<file path="src/rtl/hazard_unit_pkg.sv">
`default_nettype none
// ============================================================================
// Module  : hazard_unit_pkg
// Brief   : Shared types and constants for the pipeline hazard controller:
//           forwarding select encoding, multiply sequencer states and the
//           shadow stage record tracked for E, M and W.
// Revision: 1.0 - initial release
// ============================================================================
package hazard_unit_pkg;

  // Register index width carried in the shadow records
  localparam int HZ_REG_W = 5;

  // E-stage operand source selects
  localparam logic [1:0] FWD_RF = 2'b00;
  localparam logic [1:0] FWD_W  = 2'b01;
  localparam logic [1:0] FWD_M  = 2'b10;

  // Multiply occupancy sequencer states
  typedef enum logic [0:0] {
    MUL_IDLE = 1'b0,
    MUL_BUSY = 1'b1
  } mul_state_e;

  // Shadow copy of the control/index fields of one in-flight instruction
  typedef struct packed {
    logic [HZ_REG_W-1:0] rd;
    logic [HZ_REG_W-1:0] rs1;
    logic [HZ_REG_W-1:0] rs2;
    logic                regwrite;
    logic                load;
    logic                mul;
  } hz_stage_t;

  // A bubble carries no write, no load, no multiply and only x0 indices
  localparam hz_stage_t HZ_BUBBLE = '0;

  // Operand source for an E-stage source index; the younger M result wins
  // over W, and x0 is hard-wired so it never forwards.
  function automatic logic [1:0] fwd_select(
    input hz_stage_t           m,
    input hz_stage_t           w,
    input logic [HZ_REG_W-1:0] rs
  );
    logic [1:0] sel;
    sel = FWD_RF;
    if (m.regwrite && (m.rd != '0) && (m.rd == rs)) begin
      sel = FWD_M;
    end else if (w.regwrite && (w.rd != '0) && (w.rd == rs)) begin
      sel = FWD_W;
    end
    return sel;
  endfunction

endpackage : hazard_unit_pkg
`default_nettype wire

</file>
<file path="src/rtl/hazard_unit_stage_reg.sv">
`default_nettype none
// ============================================================================
// Module  : hz_stage_reg
// Brief   : One shadow pipeline stage register. Hold keeps the current
//           record, bubble loads an empty record, otherwise the upstream
//           record is captured. Asynchronous active-low reset to a bubble.
// Revision: 1.0 - initial release
// ============================================================================
module hz_stage_reg
  import hazard_unit_pkg::*;
(
  input  logic      clk,
  input  logic      rst_ni,
  input  logic      hold_i,
  input  logic      bubble_i,
  input  hz_stage_t d_i,
  output hz_stage_t q_o
);

  hz_stage_t stage_q;
  hz_stage_t stage_d;

  // Next record: hold has priority over bubble, bubble over a normal load
  always_comb begin
    stage_d = d_i;
    if (hold_i) begin
      stage_d = stage_q;
    end else if (bubble_i) begin
      stage_d = HZ_BUBBLE;
    end
  end

  // Stage storage, cleared to a bubble while reset is low
  always_ff @(posedge clk or negedge rst_ni) begin
    if (!rst_ni) begin
      stage_q <= HZ_BUBBLE;
    end else begin
      stage_q <= stage_d;
    end
  end

  assign q_o = stage_q;

endmodule : hz_stage_reg
`default_nettype wire

</file>
<file path="src/rtl/hazard_unit.sv">
`default_nettype none
// ============================================================================
// Module  : hazard_unit
// Brief   : Hazard controller for the 5-stage core. Tracks shadow E/M/W
//           records, detects load-use and multiply occupancy, and drives
//           the stall/flush enables and the E-stage forwarding selects.
//           All outputs are combinational from shadow state and D inputs.
//           REG_W must equal the package record width HZ_REG_W; MUL_LAT
//           is legal from 1 to 16.
// Revision: 1.0 - initial release
// ============================================================================
module hazard_unit
  import hazard_unit_pkg::*;
#(
  parameter int MUL_LAT = 3,
  parameter int REG_W   = 5
) (
  input  logic             clk,
  input  logic             reset,
  input  logic [REG_W-1:0] rs1D,
  input  logic [REG_W-1:0] rs2D,
  input  logic [REG_W-1:0] rdD,
  input  logic             RegWriteD,
  input  logic             LoadD,
  input  logic             MulD,
  input  logic             RedirectE,
  output logic             StallF,
  output logic             StallD,
  output logic             StallE,
  output logic             FlushD,
  output logic             FlushE,
  output logic             FlushM,
  output logic [1:0]       ForwardAE,
  output logic [1:0]       ForwardBE
);

  // Counter is wide enough to hold MUL_LAT-1 plus headroom
  localparam int              CNT_W     = $clog2(MUL_LAT) + 1;
  localparam logic            MUL_MULTI = (MUL_LAT > 1);
  // Only latencies of 3+ need cycles in BUSY beyond the first E cycle
  localparam logic            MUL_LONG  = (MUL_LAT > 2);
  localparam logic [CNT_W-1:0] CNT_LOAD = CNT_W'(MUL_LAT - 1);
  localparam logic [CNT_W-1:0] CNT_ONE  = CNT_W'(1);
  localparam logic [CNT_W-1:0] CNT_LAST = CNT_W'(2);

  // --------------------------------------------------------------------------
  // Shadow pipeline records
  // --------------------------------------------------------------------------
  hz_stage_t d_rec;
  hz_stage_t e_q;
  hz_stage_t m_q;
  hz_stage_t w_q;
  hz_stage_t m_in;

  logic mulbusy;
  logic lduse;
  logic flush_e_int;

  // Pack the decode-stage fields into a shadow record
  always_comb begin
    d_rec          = HZ_BUBBLE;
    d_rec.rd       = rdD;
    d_rec.rs1      = rs1D;
    d_rec.rs2      = rs2D;
    d_rec.regwrite = RegWriteD;
    d_rec.load     = LoadD;
    d_rec.mul      = MulD;
  end

  // Sources are only needed while in E, so M and W drop them
  always_comb begin
    m_in     = e_q;
    m_in.rs1 = '0;
    m_in.rs2 = '0;
  end

  hz_stage_reg u_stage_e (
    .clk      (clk),
    .rst_ni   (reset),
    .hold_i   (mulbusy),
    .bubble_i (flush_e_int),
    .d_i      (d_rec),
    .q_o      (e_q)
  );

  hz_stage_reg u_stage_m (
    .clk      (clk),
    .rst_ni   (reset),
    .hold_i   (1'b0),
    .bubble_i (mulbusy),
    .d_i      (m_in),
    .q_o      (m_q)
  );

  hz_stage_reg u_stage_w (
    .clk      (clk),
    .rst_ni   (reset),
    .hold_i   (1'b0),
    .bubble_i (1'b0),
    .d_i      (m_q),
    .q_o      (w_q)
  );

  // --------------------------------------------------------------------------
  // Multiply occupancy sequencer
  // The first E cycle of a MUL is recognised in IDLE with cnt==0. For
  // latencies of 3+ the sequencer spends cycles 2..MUL_LAT-1 in BUSY and
  // returns to IDLE with cnt==1, which marks the MUL's final E cycle so it
  // is not mistaken for a fresh MUL. Any IDLE cycle without a start clears
  // cnt, so a back-to-back MUL entering E next is recognised again.
  // --------------------------------------------------------------------------
  mul_state_e       state_q;
  mul_state_e       state_d;
  logic [CNT_W-1:0] cnt_q;
  logic [CNT_W-1:0] cnt_d;
  logic             mul_start;

  assign mul_start = e_q.mul & MUL_MULTI & (cnt_q == '0);

  // Sequencer state and countdown registers
  always_ff @(posedge clk or negedge reset) begin
    if (!reset) begin
      state_q <= MUL_IDLE;
      cnt_q   <= '0;
    end else begin
      state_q <= state_d;
      cnt_q   <= cnt_d;
    end
  end

  // Sequencer next state and countdown
  always_comb begin
    state_d = state_q;
    cnt_d   = cnt_q;
    case (state_q)
      MUL_IDLE: begin
        if (mul_start) begin
          cnt_d = CNT_LOAD;
          if (MUL_LONG) begin
            state_d = MUL_BUSY;
          end
        end else begin
          cnt_d = '0;
        end
      end
      MUL_BUSY: begin
        cnt_d = cnt_q - CNT_ONE;
        if (cnt_q == CNT_LAST) begin
          state_d = MUL_IDLE;
        end
      end
      default: begin
        state_d = MUL_IDLE;
        cnt_d   = '0;
      end
    endcase
  end

  // Sequencer output: E is occupied by a MUL that must not advance yet
  always_comb begin
    mulbusy = 1'b0;
    case (state_q)
      MUL_IDLE: mulbusy = mul_start;
      MUL_BUSY: mulbusy = 1'b1;
      default:  mulbusy = 1'b0;
    endcase
  end

  // --------------------------------------------------------------------------
  // Hazard detection and output enables
  // --------------------------------------------------------------------------

  // Load in E whose destination is read by the instruction in D
  always_comb begin
    lduse = e_q.load & e_q.regwrite & (e_q.rd != '0) &
            ((e_q.rd == rs1D) | (e_q.rd == rs2D));
  end

  // A redirect or load-use squashes E, except while a MUL holds E
  assign flush_e_int = ~mulbusy & (lduse | RedirectE);

  // Stall, flush and forwarding outputs, forced quiet while in reset
  always_comb begin
    StallF    = 1'b0;
    StallD    = 1'b0;
    StallE    = 1'b0;
    FlushD    = 1'b0;
    FlushE    = 1'b0;
    FlushM    = 1'b0;
    ForwardAE = FWD_RF;
    ForwardBE = FWD_RF;
    if (reset) begin
      StallE    = mulbusy;
      FlushM    = mulbusy;
      StallF    = mulbusy | lduse;
      StallD    = mulbusy | lduse;
      FlushE    = flush_e_int;
      FlushD    = ~mulbusy & RedirectE;
      ForwardAE = fwd_select(m_q, w_q, e_q.rs1);
      ForwardBE = fwd_select(m_q, w_q, e_q.rs2);
    end
  end

  // Fields that the downstream shadow stages carry but nothing consumes
  logic unused_fields;
  assign unused_fields = ^{m_q.rs1, m_q.rs2, m_q.load, m_q.mul,
                           w_q.rs1, w_q.rs2, w_q.load, w_q.mul};

endmodule : hazard_unit
`default_nettype wire
</file>
<file path="config.mk">
export PLATFORM = sky130hd
export DESIGN_NAME = hazard_unit
export DESIGN_NICKNAME = d
export VERILOG_FILES = /design/src/rtl/hazard_unit_pkg.sv /design/src/rtl/hazard_unit_stage_reg.sv /design/src/rtl/hazard_unit.sv
export SDC_FILE = /design/constraint.sdc
export NUM_CORES = 1
export LEC_CHECK = 0
export ABC_AREA = 1
export CAP_MARGIN = 20
export CORE_MARGIN = 5
export CORE_UTILIZATION = 57
export DETAILED_ROUTE_END_ITERATION = 10
export GPL_TIMING_DRIVEN = 0
export PLACE_DENSITY = 0.8
export SYNTH_ARGS = -nofsm -noshare
export SYNTH_HDL_FRONTEND = slang
export SYNTH_HIERARCHICAL = 1
export SYNTH_SLANG_ARGS = --single-unit
</file>
<file path="constraint.sdc">
create_clock -name clk -period 2.85 [get_ports clk]
set_clock_uncertainty 0.05 [all_clocks]
set_input_delay 0.285 -clock clk [delete_from_list [all_inputs] [get_ports clk]]
set_output_delay 0.285 -clock clk [all_outputs]
set_load 0.01 [all_outputs]
</file>
# Yosys cells after proc, flatten, opt, wreduce, memory -nomap -nowiden

Cells that the tools add are included.

Flip-flop bits (word level): 34
Input port bits: 21
Output and inout bits: 10
Word-level logic and storage cells: 59

Add/sub/neg operators: 1
Equal/unequal tests: 7
Muxes and demuxes: 18
Bitwise operators: 11
Reductions and logical operators: 10

Operator list:

| kind                                                 | count |
|---|---|
| two-way mux 18 bit                                   | 2 |
| equality test 5 bit                                  | 6 |
| nonzero test 5 bit                                   | 3 |
| two-way mux 2 bit                                    | 5 |
| two-way mux 1 bit                                    | 8 |
| AND 1 bit                                            | 6 |
| logical AND 1 bit                                    | 6 |
| one-hot mux 3 bit (2 select lines)                   | 1 |
| one-hot mux 1 bit (2 select lines)                   | 2 |
| equality test 3 x 2 -> 1 bit (second input constant) | 1 |
| zero test 3 bit                                      | 1 |
| bitwise OR 1 bit                                     | 3 |
| subtractor 3 x 1 -> 3 bit (second input constant)    | 1 |
| NOT 1 bit                                            | 2 |

# Logic depth before layout (Yosys ltp)

Depth after elaboration: 6
Depth in mapped cells: 12
Mapped depth without buffers: 11

# Hierarchy

The synthesis kept the hierarchy.

By module, submodules not included:

| module       | instances | cells an instance | area an instance (um^2) | sequential area each (um^2) |
|---|---|---|---|---|
| hz_stage_reg | 3         | 76                | 709.4                   | 450.4 |
| hazard_unit  | 1         | 127               | 737.0                   | 100.1 |

# Worst setup path after synthesis

Ideal clock, no wire load.

Path type: reg-to-reg
Start point: register cnt_q[0]
End point: register u_stage_e.stage_q, in the netlist u_stage_e/q_o[10]
Library setup time: 0.116 ns
Data arrival time: 1.885 ns
Data required time: 2.684 ns
Path slack: 0.798 ns
Stages on the path, launching flop included: 11
Buffers on the path: 1
Period minus slack after synthesis: 2.052 ns
Cells stage by stage: dfrtp_1 -> inv_1 -> ha_1 -> ha_1 -> a21oi_1 -> inv_1 -> a21oi_1 -> nor2_8 -> buf_8 -> nand2_1 -> nand2_1

Cells in the longest elaborated chain, start to end: 6

RTL lines:

| what                               | line                        | source |
|---|---|---|
| start, declared                    | hazard_unit.sv:114          | `logic [CNT_W-1:0] cnt_q;` |
| start signal, assigned             | hazard_unit.sv:127          | `cnt_q <= cnt_d;` |
| zero test 3 bit                    | hazard_unit.sv:118          | `assign mul_start = e_q.mul & MUL_MULTI & (cnt_q == '0);` |
| AND 1 bit                          | hazard_unit.sv:118          |  |
| one-hot mux 1 bit (2 select lines) | hazard_unit.sv:162          | `case (state_q)` |
| named net mulbusy                  | hazard_unit.sv:55           | `logic mulbusy;` |
| NOT 1 bit                          | hazard_unit.sv:180          | `assign flush_e_int = ~mulbusy & (lduse \| RedirectE);` |
| AND 1 bit                          | hazard_unit.sv:180          |  |
| named net flush_e_int              | hazard_unit.sv:57           | `logic flush_e_int;` |
| two-way mux 18 bit                 | hazard_unit_stage_reg.sv:28 | `end else if (bubble_i) begin` |
| end signal, assigned               | hazard_unit_stage_reg.sv:38 | `stage_q <= stage_d;` |
| end, declared                      | hazard_unit_stage_reg.sv:20 | `hz_stage_t stage_q;` |

The timed path passes the listed nets, and every way through them passes these cells.
A chain may end at the register's enable or synchronous reset.

# Worst setup path in the final report

Start point: register cnt_q[0]
End point: output port FlushE

Cells in the longest elaborated chain, start to end: 6

RTL lines:

| what                               | line               | source |
|---|---|---|
| zero test 3 bit                    | hazard_unit.sv:118 |  |
| AND 1 bit                          | hazard_unit.sv:118 |  |
| one-hot mux 1 bit (2 select lines) | hazard_unit.sv:162 |  |
| NOT 1 bit                          | hazard_unit.sv:180 |  |
| AND 1 bit                          | hazard_unit.sv:180 |  |
| two-way mux 1 bit                  | hazard_unit.sv:192 | `if (reset) begin` |
| end, declared                      | hazard_unit.sv:31  | `output logic FlushE,` |

No other way between the ends.

==> summary.md <==
| Metric | Value |
|---|---|
| Status | finished clean |
| Max clock buf depth | 2 |
| Syn. warnings | 6 |
| CTS root buf | clkbuf_4 |
| Worst-path cell chain | inv_1 > ha_1 > ha_1 > a21oi_1 > nand2_1 > a21oi_1 > clkdlybuf4s50_1 |
| Max Cap Viol | 0 |
| Tcrit/Tclk final | approximately 92% |
| Htree depth | 2 |
| Layout cells sized above 1 | between 8 and 9% |
| Grt met2 use | a little under a third |
| Slowest CP cell | clkdlybuf4s50_1 |
| Crit path arrival time | between 2 and 2.5 ns |
| Average via count per standard cell | 4.88 |
| P&R area growth vs syn | 21.5% |
| Power per cell area | just over 900 nW/um^2 |
| Worst r2r src | cnt_q[0]$_DFF_PN0_ |
| DRT Pass-1 Iters | 4 |
| Routed WL | between 4 and 5 mm |
| Pin slew with the least headroom to its limit | approximately 0.95 ns |
| Relative slew margins | 36.7% |
| CP Launch Point | cnt_q[0]$_DFF_PN0_ |
| Worst path required time | ~2.5 ns |
| Placed insts | about 340 |
| Post-Synthesis Cell Area | between 1500 and 2000 sq um |
| CTS tree | built |
| Bufs and invs on worst path | 2 |
| Die height | 69.1 um |
| Syn Area/Cell | between 7 and 8 sq um |
| DP Wirelength | 3.23 mm |
| # DRC | 0 |
| RSZ-0062 raised after global routing | false |
| ANT cells | 0 |
| GRT Util Overall | 18.9% |
| GR Util met3 | about 5.4% |
| DIE WIDTH | about 69 um |
| Final Non-Filler Cells | between 300 and 400 |
| Clock latency on the worst-skew pair | 0.33 ns |
| Mapped Cells | roughly 260 |
| 1st-iter DRT viols | 78 |
| Vias | ~1700 |
| Largest net degree at the start of global routing | 21 |
| Starting Density | 59.2% |
| Crit-path max FO | 6 |
| CTS sink cnt | 34 |
| Layout Nets | between 300 and 400 |
| CTS resizes | 0 |
| Grt total ovfl | 0 |
| Num CTS Buffers | 5 |
| Initial antenna violation count | 0 |
| Crit path capture type | output pin |
| Vias in the first global route | about 1600 |
| Area of the core | approximately 3400 sq um |
| Tmin final | between 2 and 3 ns |
| Final slew viol count | 0 |
| Setup Viol. Count Final | 0 |
| CTS clk-pin slew, worst paths | 0.10 ns |
| GPL Wtd Cong | 0.843 |
| Per-cell routed wire length | about 12 um |
| CP Launch Type | flop |
| GR peak layer | met2 |
| Peak VDD IR | 0.645 mV |
| Worst hold path type | primary input to async pin |
| Total negative setup slack | 0 ns |
| Max Fclk | 0.382 GHz |
| Final Hold Fails | 0 |
| Port buffer count | 30 |
| Leakage Power | 0.00136 uW |
| Crit Path Class | flop to output pin |
| Global-route wire length before repair | around 7.3 mm |
| Crit-path max cell delay | between 0.5 and 0.6 ns |
| # IOs | 31 |
| DRT antenna net count | 0 |
| FP Rows | 21 |
| Delay-heaviest family, CP | buffers and inverters |
| Die area | between 4000 and 5000 sq um |
| Met1 usage | between 20% and 30% |
where the power goes:
group	leakage, uW	internal, uW	total (uW)	switching, uW
registers	0.000438	676	926	250
clock network	0.0000308	88.7	247	158
logic	0.000888	479	1030	555
area by class of cell:
class                      instances  area, sq um
buffer                            11          116
clock buffer                       5         37.5
fill                             308          946
inverter                          22         82.6
sequential                        34          851
timing repair buffer              32          315
tap                               46         57.6
multi-input combinational        194          947
clock inverter                     2         10.0
state kept, by name, indices dropped and copies added, names as in the netlist:
register and count:
u_stage_m/q_o 6, u_stage_e/q_o 18, state_q 1, cnt_q 3, u_stage_w/q_o 6
repair_timing:
action	4_1_cts	5_1_grt
setup endpoints to repair	0	0
hold endpoints to repair	20	0
setup buffers	0	0
hold buffers	2	0
layer usage:
layer  share of wire (%)  up-vias
met1                  44      788
li1                    -      854
met3                 6.1        7
met2                  49       40
met5                   0        -
met4                 1.5        0
layout by cell type, fill, tap and decap left out, types with 2 or more instances in the layout:
cell type,n
a21oi_1,6
buf_4,5
buf_6,3
buf_8,3
clkbuf_4,5
clkdlybuf4s50_1,29
clkinv_2,2
conb_1,3
dfrtp_1,34
dlygate4sd3_1,2
ha_1,3
inv_1,20
inv_2,2
nand2_1,115
nand2_2,2
nand3_1,8
nor2_1,23
nor2_8,3
nor2b_1,2
nor3_1,4
o21ai_0,3
xnor2_1,6
xor2_1,15
metrics by stage:
step                      utilization [%]  power, uW  instance area, sq um  hold WS, ns  setup WS [ns]
final                                71.9       2210                  2420        0.351          0.232
after global routing                 71.9       2390                  2420        0.377         0.0285
after CTS                            71.9       2220                  2420        0.345          0.206
after detailed placement             69.9       1970                  2350        0.362          0.327
after global placement               70.0       1920                  2350        0.362         -0.761
after floorplan                         -       1650                  2000      -0.0606          0.798
worst reg2reg max path, stage by stage (launching register included):
cell     delay [ns]
dfrtp_1        0.35
inv_1          0.06
ha_1           0.19
ha_1           0.18
a21oi_1        0.37
inv_1          0.24
a21oi_1        0.38
nor2_8         0.11
buf_8          0.16
nand2_1        0.08
nand2_1        0.05
path summary, 6_finish.rpt:
path | end | slack [ns] | depth (start not counted)
min in group clk | cnt_q[0]$_DFF_PN0_ | 0.37 | 1
max in group asynchronous | u_stage_w/q_o[16]$_DFFE_PN0N_ | 0.73 | 3
worst max-delay path | FlushE | 0.23 | 7
worst max register to register | u_stage_e/q_o[11]$_DFFE_PN0N_ | 0.54 | 10
worst min register to register | cnt_q[0]$_DFF_PN0_ | 0.37 | 1
worst min-delay path | u_stage_e/q_o[13]$_DFFE_PN0N_ | 0.35 | 2
Power figures use the tool's default switching activity.
